## src/rtl/geofence_pkg.sv

```systemverilog
// Shared constants and phase encoding for the geofence sequencer.
package geofence_pkg;
  localparam int N_FENCE   = 6;
  localparam int IDX_W     = 3;
  localparam int SORT_CMPS = (N_FENCE - 1) * (N_FENCE - 2) / 2;
  localparam int TEST_CMPS = N_FENCE;

  localparam logic [IDX_W-1:0] LAST_SLOT = IDX_W'(N_FENCE);
  localparam logic [IDX_W-1:0] LAST_EDGE = IDX_W'(TEST_CMPS - 1);

  typedef enum logic [1:0] {
    S_LOAD,
    S_SORT,
    S_TEST,
    S_DONE
  } state_t;
endpackage

```

## src/rtl/geofence_seq_sort_sched.sv

```systemverilog
// Bubble-sort compare schedule: walks (j, j+1) pairs over slots 2..N_FENCE,
// shrinking each pass by one, and flags the final compare of the last pass.
module sort_sched
  import geofence_pkg::*;
(
  input  logic             clk,
  input  logic             reset,
  input  logic             en,
  output logic [IDX_W-1:0] op_b,
  output logic [IDX_W-1:0] op_c,
  output logic             last_cmp
);

  logic [1:0]       pass;
  logic [IDX_W-1:0] j_off;   // j - 2, so both counters reset to zero
  logic [IDX_W-1:0] pass_end;
  logic             end_of_pass;

  assign pass_end    = IDX_W'(N_FENCE - 3) - IDX_W'(pass);
  assign end_of_pass = (j_off == pass_end);
  assign last_cmp    = end_of_pass && (pass == 2'(N_FENCE - 3));
  assign op_b        = j_off + IDX_W'(2);
  assign op_c        = j_off + IDX_W'(3);

  always_ff @(posedge clk or posedge reset) begin
    if (reset) begin
      pass  <= '0;
      j_off <= '0;
    end else if (en) begin
      if (end_of_pass) begin
        j_off <= '0;
        pass  <= last_cmp ? 2'd0 : pass + 2'd1;
      end else begin
        j_off <= j_off + IDX_W'(1);
      end
    end
  end

endmodule

```

## src/rtl/geofence_seq.sv

```systemverilog
// Per-frame sequencer: load target + fence, angle-sort fence around vertex 1,
// test target against every edge, then strobe the inside/outside verdict.
module geofence_seq
  import geofence_pkg::*;
(
  input  logic             clk,
  input  logic             reset,
  output logic             load,
  output logic [IDX_W-1:0] ld_idx,
  output logic [IDX_W-1:0] op_a,
  output logic [IDX_W-1:0] op_b,
  output logic [IDX_W-1:0] op_c,
  input  logic             cp_neg,
  output logic             swap,
  output logic             valid,
  output logic             is_inside
);

  state_t           state, state_nxt;
  logic [IDX_W-1:0] slot_cnt, slot_nxt;
  logic             out_flag, flag_nxt;
  logic             sort_en;
  logic             last_cmp;
  logic [IDX_W-1:0] sort_b, sort_c;

  sort_sched u_sort_sched (
    .clk      (clk),
    .reset    (reset),
    .en       (sort_en),
    .op_b     (sort_b),
    .op_c     (sort_c),
    .last_cmp (last_cmp)
  );

  always_ff @(posedge clk or posedge reset) begin
    if (reset) begin
      state    <= S_LOAD;
      slot_cnt <= '0;
      out_flag <= 1'b0;
    end else begin
      state    <= state_nxt;
      slot_cnt <= slot_nxt;
      out_flag <= flag_nxt;
    end
  end

  // slot_cnt is shared: load slot in S_LOAD, edge index k-1 in S_TEST.
  always_comb begin
    state_nxt = state;
    slot_nxt  = slot_cnt;
    flag_nxt  = out_flag;
    sort_en   = 1'b0;
    load      = 1'b0;
    ld_idx    = '0;
    op_a      = '0;
    op_b      = '0;
    op_c      = '0;
    swap      = 1'b0;
    valid     = 1'b0;
    is_inside = 1'b0;
    case (state)
      S_LOAD: begin
        load   = 1'b1;
        ld_idx = slot_cnt;
        if (slot_cnt == LAST_SLOT) begin
          slot_nxt  = '0;
          state_nxt = S_SORT;
        end else begin
          slot_nxt = slot_cnt + IDX_W'(1);
        end
      end
      S_SORT: begin
        op_a    = IDX_W'(1);
        op_b    = sort_b;
        op_c    = sort_c;
        swap    = cp_neg;
        sort_en = 1'b1;
        if (last_cmp) state_nxt = S_TEST;
      end
      S_TEST: begin
        // Edge k -> k+1 with wrap back to vertex 1; a zero cross product stays inside.
        op_a     = slot_cnt + IDX_W'(1);
        op_b     = (slot_cnt == LAST_EDGE) ? IDX_W'(1) : slot_cnt + IDX_W'(2);
        op_c     = '0;
        flag_nxt = out_flag | cp_neg;
        if (slot_cnt == LAST_EDGE) begin
          slot_nxt  = '0;
          state_nxt = S_DONE;
        end else begin
          slot_nxt = slot_cnt + IDX_W'(1);
        end
      end
      S_DONE: begin
        valid     = 1'b1;
        is_inside = ~out_flag;
        flag_nxt  = 1'b0;
        state_nxt = S_LOAD;
      end
      default: state_nxt = S_LOAD;
    endcase
  end

endmodule

```

## config.mk

```make
export PLATFORM = sky130hd
export DESIGN_NAME = geofence_seq
export DESIGN_NICKNAME = d
export VERILOG_FILES = /design/src/rtl/geofence_pkg.sv /design/src/rtl/geofence_seq_sort_sched.sv /design/src/rtl/geofence_seq.sv
export SDC_FILE = /design/constraint.sdc
export NUM_CORES = 1
export LEC_CHECK = 0
export CAP_MARGIN = 0
export CORE_MARGIN = 2
export CORE_UTILIZATION = 50
export DETAILED_ROUTE_END_ITERATION = 7
export DONT_BUFFER_PORTS = 1
export GPL_ROUTABILITY_DRIVEN = 0
export SYNTH_ARGS = -nofsm -noshare
export SYNTH_HDL_FRONTEND = slang
export SYNTH_SLANG_ARGS = --single-unit
```

## constraint.sdc

```tcl
create_clock -name clk -period 2.37 [get_ports clk]
set_input_delay 0.474 -clock clk [delete_from_list [all_inputs] [get_ports clk]]
set_output_delay 0.474 -clock clk [all_outputs]
set_load 0.03 [all_outputs]
```

## Yosys cells after proc, flatten, opt, wreduce, memory -nomap -nowiden

Cells that the tools add are included.

| word-level totals | value |
|---|---|
| bits in latches | 0 |
| flip-flop bits (word level) | 11 |
| memory bits (writable) | 0 |
| output and inout port bits | 16 |
| memory bits (read-only) | 0 |
| memories kept | 0 |
| bits of input ports | 3 |
| logic and storage cells | 50 |

| operators by class | value |
|---|---|
| multiplexer cells | 20 |
| reductions and logical operators | 6 |
| bitwise logic cells | 2 |
| $lt $le $gt $ge | 0 |
| equality and inequality tests | 10 |
| div/mod/pow operators | 0 |
| shifts and indexed selects | 0 |
| multipliers | 0 |
| add/subtract/negate cells | 7 |

Operators by type and width:

| operator | count |
|---|---|
| 2-to-1 mux 3 bit | 6 |
| case mux 3 bit (2 select lines) | 3 |
| adder 3 x 2 -> 3 bit (second input constant) | 3 |
| 2-to-1 mux 2 bit | 4 |
| case mux 2 bit (4 select lines) | 1 |
| adder 3 x 1 -> 3 bit (second input constant) | 2 |
| equality test 2 bit (second input constant) | 3 |
| equality test 3 bit (second input constant) | 2 |
| 2-to-1 mux 1 bit | 5 |
| inequality test 2 bit (second input constant) | 2 |
| nonzero test 2 bit | 2 |
| equality test 3 bit | 1 |
| AND reduction 3 bit | 1 |
| subtractor 2 x 2 -> 3 bit (first input constant) | 1 |
| adder 2 x 1 -> 2 bit (second input constant) | 1 |
| equality test 2 x 1 -> 1 bit (second input constant) | 1 |
| zero test 2 bit | 1 |
| inequality test 2 x 1 -> 1 bit (second input constant) | 1 |
| case mux 1 bit (2 select lines) | 1 |
| AND reduction 2 bit | 1 |
| logical AND 1 bit | 1 |
| NOT 1 bit | 1 |
| bitwise OR 1 bit | 1 |

## Longest topological paths before layout

| depth | value |
|---|---|
| depth in word-level cells | 5 |
| mapped depth | 6 |
| mapped depth without buffers | 6 |

## Cells and area by module

Synthesis repeated with hierarchy kept, for this count alone.

| unflattened totals | value |
|---|---|
| cell total of the unflattened synthesis | 101 |
| area total of the unflattened synthesis | 907.1 um^2 |

Modules (own cells, without submodules):

| module | seq. area each (um^2) | area an instance (um^2) | cells each | instances |
|---|---|---|---|---|
| geofence_seq | 150.1 | 586.8 | 69 | 1 |
| sort_sched | 125.1 | 320.3 | 32 | 1 |

## Worst setup path after synthesis

No wires, ideal clock.

| path | value |
|---|---|
| path type | register -> output |
| start | register slot_cnt[1] |
| end | output port op_b[2] |
| buffers on the path | 0 |
| cell stages (with the launch flop) | 7 |
| arrival | 1707 ps |
| setup slack | 189 ps |
| cells stage by stage | dfrtp_1 -> inv_1 -> ha_1 -> or3b_2 -> o21ai_0 -> a22oi_1 -> nor2b_1 |

| between the ends | value |
|---|---|
| cells in the longest elaborated chain, start to end | 3 |
| elaborated cells between the ends (all ways) | 4 |

Ends and longest elaborated chain:

| element | line | RTL |
|---|---|---|
| start: declaration | geofence_seq.sv:20 | `logic [IDX_W-1:0] slot_cnt, slot_nxt;` |
| start signal: assignment | geofence_seq.sv:42 | `slot_cnt <= slot_nxt;` |
| adder 3 x 2 -> 3 bit / equality test 3 bit (equally long branches) | geofence_seq.sv:83 | `op_b = (slot_cnt == LAST_EDGE) ? IDX_W'(1) : slot_cnt + IDX_W'(2);` |
| 2-to-1 mux 3 bit * | geofence_seq.sv:83 |  |
| case mux 3 bit (2 select lines) * | geofence_seq.sv:61 | `case (state)` |
| end: declaration | geofence_seq.sv:11 | `output logic [IDX_W-1:0] op_b,` |

Mark *: on every way between the ends. The rest lies on a longest branch, timed or not.

## Final worst setup path

| path | value |
|---|---|
| start | register slot_cnt[0] |
| end | output port op_b[2] |

The elaborated chain is that of the path after synthesis.

==> summary.md <==
| Metric | Value |
|---|---|
| Max_cap viols | `0` |
| Warnings from Yosys | `0` |
| ANT cells | `0` |
| Layout Skew | `0.007751 ns` |
| Fin crit period | `2.271 ns` |
| Nets | `117` |
| Clock Latency Late Sink | `0.28 ns` |
| Cells after Synth | `92` |
| Average wire per cell in the routed design | `13.90 µm` |
| Max FO, Critical Path | `3` |
| Total die area | `1974 µm²` |
| Initial Utilization | `0.5361` |
| CP endpoint kind | `output port` |
| PortBufs | `0` |
| Sum Neg Setup Slack | `0 ns` |
| Maximum clock path buffer count | `2` |
| Total track usage | `0.1952` |
| Worst IR drop on VDD | `0.2851 mV` |
| Max Slew Vio Count | `0` |
| Final worst path period share | `0.9584` |
| R2r setup slk | `0.51 ns` |
| Core Area | `1524 µm²` |
| Pwr per Cell Area | `352.9 nW/µm²` |
| Hold Fails Final Rpt | `0` |
| Distinct cells, synth | `24` |
| Status | `completed` |
| Fillers | `146` |
| Initial DRT Pass Iterations | `2` |
| Leakage | `0.0004652 µW` |
| DR vias/cell | `5.454` |
| Post-Syn Nets | `105` |
| Final ANT Viol Nets | `0` |
| Final setup fails | `0` |
| Initial antenna violation count | `0` |
| H-tree depth | `1` |
| Syn_area_per_cell | `8.881 µm²` |
| Final core area utilization | `0.6125` |
| Post-DP HPWL | `1235 µm` |
| Worst setup startpoint | `slot_cnt[0]` |
| Tightest Pin Transition | `0.5740 ns` |
| Mapped Area | `817.0 µm²` |
| CTS tree | `yes` |
| Synth-to-layout area growth | `14.24%` |
| Die height | `44.43 µm` |
| Worst Path Required | `1.90 ns` |
| # DRC | `0` |
| I/O pins | `19` |
| Reg2reg start | `state[0]` |
| DR iter-0 viols | `9` |
| Clk sink count | `11` |
| # rows | `14` |
| Clk slew on worst S/H paths | `0.08 ns` |
| Die X | `44.43 µm` |
| RSZ-0062 raised after global routing | `no` |
| Pin count of the biggest net entering global routing | `12` |
| Total grt overflow | `0` |
| Sequential area share after synthesis | `0.3369` |
| Crit path launch type | `flop` |
| Worst hold path type | `in -> async` |
| Worst EP arrival | `1.80 ns` |
| Overall Power | `329.4 µW` |
| Clock root buffer | `clkbuf_4` |
| Rel. slew slack | `0.6165` |
| Share of cells above drive strength 1 | `0.2330` |
| Inserted Clock Buffers | `3` |
| Slowest-stage cell, CP | `or3b_2` |
| Fmax | `440.3 MHz` |
| Vias | `649` |
| Vias in the first global route | `601` |
| Worst path max stage delay | `0.45 ns` |
| Kind of critical path | `reg -> out` |
| Final wirelength | `1654 µm` |
| First-pass GRT wire length | `2746 µm` |
| Seq cells post-synth | `11` |
| CP Cell Sequence | `ha_2 -> or3b_2 -> o21ai_2 -> a22oi_1 -> nor2b_1 -> buf_4` |
-- cell type report --
class | count | area, µm² | area share
Timing Repair Buffer | 10 | 75.07 | 0.08043
Sequential cell | 11 | 275.3 | 0.2949
Inverter | 12 | 45.04 | 0.04826
Tap cell | 16 | 20.02 | 0.02145
Clock buffer | 4 | 26.28 | 0.02815
Multi-Input combinational cell | 66 | 491.7 | 0.5268
-- critical path: cells and delay by family (launching register included) --
family	cells	cell delay (ns)
AND/OR/NAND/NOR	2	0.57
flip-flops	1	0.41
adder cells (fa/ha/maj)	1	0.21
AO/OA/AOI/OAI	2	0.17
buffers and inverters	1	0.16
-- cells in the mapped netlist --
| cell type | instances | area, µm² |
|---|---|---|
| inv_1 | 12 | 45.04 |
| dfrtp_1 | 11 | 275.3 |
| ha_1 | 10 | 125.1 |
| nor2_1 | 8 | 30.03 |
| nand2_1 | 7 | 26.28 |
| and2_1 | 5 | 31.28 |
| o21ai_0 | 5 | 25.02 |
| nor2b_1 | 4 | 25.02 |
| a21oi_1 | 3 | 15.01 |
| a22oi_1 | 3 | 22.52 |
| mux2_2 | 3 | 33.78 |
| xnor2_1 | 3 | 26.28 |
| a21bo_2 | 2 | 20.02 |
| clkbuf_1 | 2 | 7.510 |
| nand3_1 | 2 | 10.01 |
| nor3_1 | 2 | 10.01 |
| o22ai_1 | 2 | 12.51 |
| xor2_1 | 2 | 17.52 |
| a21o_1 | 1 | 7.510 |
| buf_2 | 1 | 5.000 |
| mux2_4 | 1 | 15.01 |
| nand2b_1 | 1 | 6.260 |
| o41ai_2 | 1 | 16.27 |
| or3b_2 | 1 | 8.760 |
-- state kept, by name (all words and copies together), names as in the netlist --
register / flops
out_flag: 1
slot_cnt: 3
state: 2
u_sort_sched.j_off: 3
u_sort_sched.pass: 2
-- what timing repair did --
action | CTS | global route
gates resized for setup | 0 | 4
setup endpoints to repair | 1 | 2
hold buffers | 0 | 0
endpoints found under the hold margin | 0 | 0
pin swaps | 0 | 0
setup buffers | 1 | 1
-- routing by layer --
layer  wire [µm]  vias to the layer above  GRT usage
li1            -                      323          -
met2         756                       14     0.2882
met4           9                        0    0.09091
met5           0                        -          0
met1         817                      310     0.2835
met3          70                        2    0.02449
-- metrics by stage --
stage               setup slack, ns  instance area [µm²]  hold WS [ns]  instances
finish                      0.09870                933.4       0.07632        119
global route                0.01135                933.4        0.1163        119
CTS                         0.01257                918.4        0.1001        118
detailed placement           0.2381                884.6        0.3982        113
global placement             0.3230                884.6        0.3976        113
floorplan                    0.1887                817.0        0.3264         92
-- logic make-up (layout without fill, tap and decap cells) --
| logic type | after synthesis | after routing | share of synthesized area |
|---|---|---|---|
| flops | 11 | 11 | 0.3369 |
| compound gates | 17 | 17 | 0.1455 |
| fa+ha+maj | 10 | 10 | 0.1531 |
| buf+inv | 15 | 26 | 0.07044 |
| mux | 4 | 4 | 0.05972 |
| simple gates | 30 | 30 | 0.1807 |
| xor+xnor | 5 | 5 | 0.05361 |
-- layout by cell type, fill, tap and decap left out --
master	instances
nor2_1	8
mux2_4	1
o41ai_2	1
clkbuf_4	3
mux2_2	3
a21bo_2	2
ha_2	1
a22oi_1	3
or3b_2	1
and2_1	4
nand3_1	2
a21oi_1	3
o21ai_2	1
buf_4	10
o22ai_1	2
o21ai_0	4
clkbuf_1	1
nand2_1	7
a21o_1	1
nor3_1	2
ha_1	9
and2_2	1
xor2_1	2
nand2b_1	1
xnor2_1	3
inv_1	12
nor2b_1	4
dfrtp_1	11
-- worst paths after layout --
check,cells after the start,endpoint
min in group clk,2,out_flag
max in group asynchronous,1,u_sort_sched.j_off[0]
hold / removal,1,out_flag
setup reg to reg,7,slot_cnt[2]
hold reg to reg,2,out_flag
setup / recovery,6,op_b[2]
-- power breakdown --
group / switching, µW / internal [µW]
Clock: 72.9 / 65.2
Combinational: 3.69 / 0.149
Sequential: 0 / 187
Total: 76.6 / 253
Power figures use the tool's default switching activity.
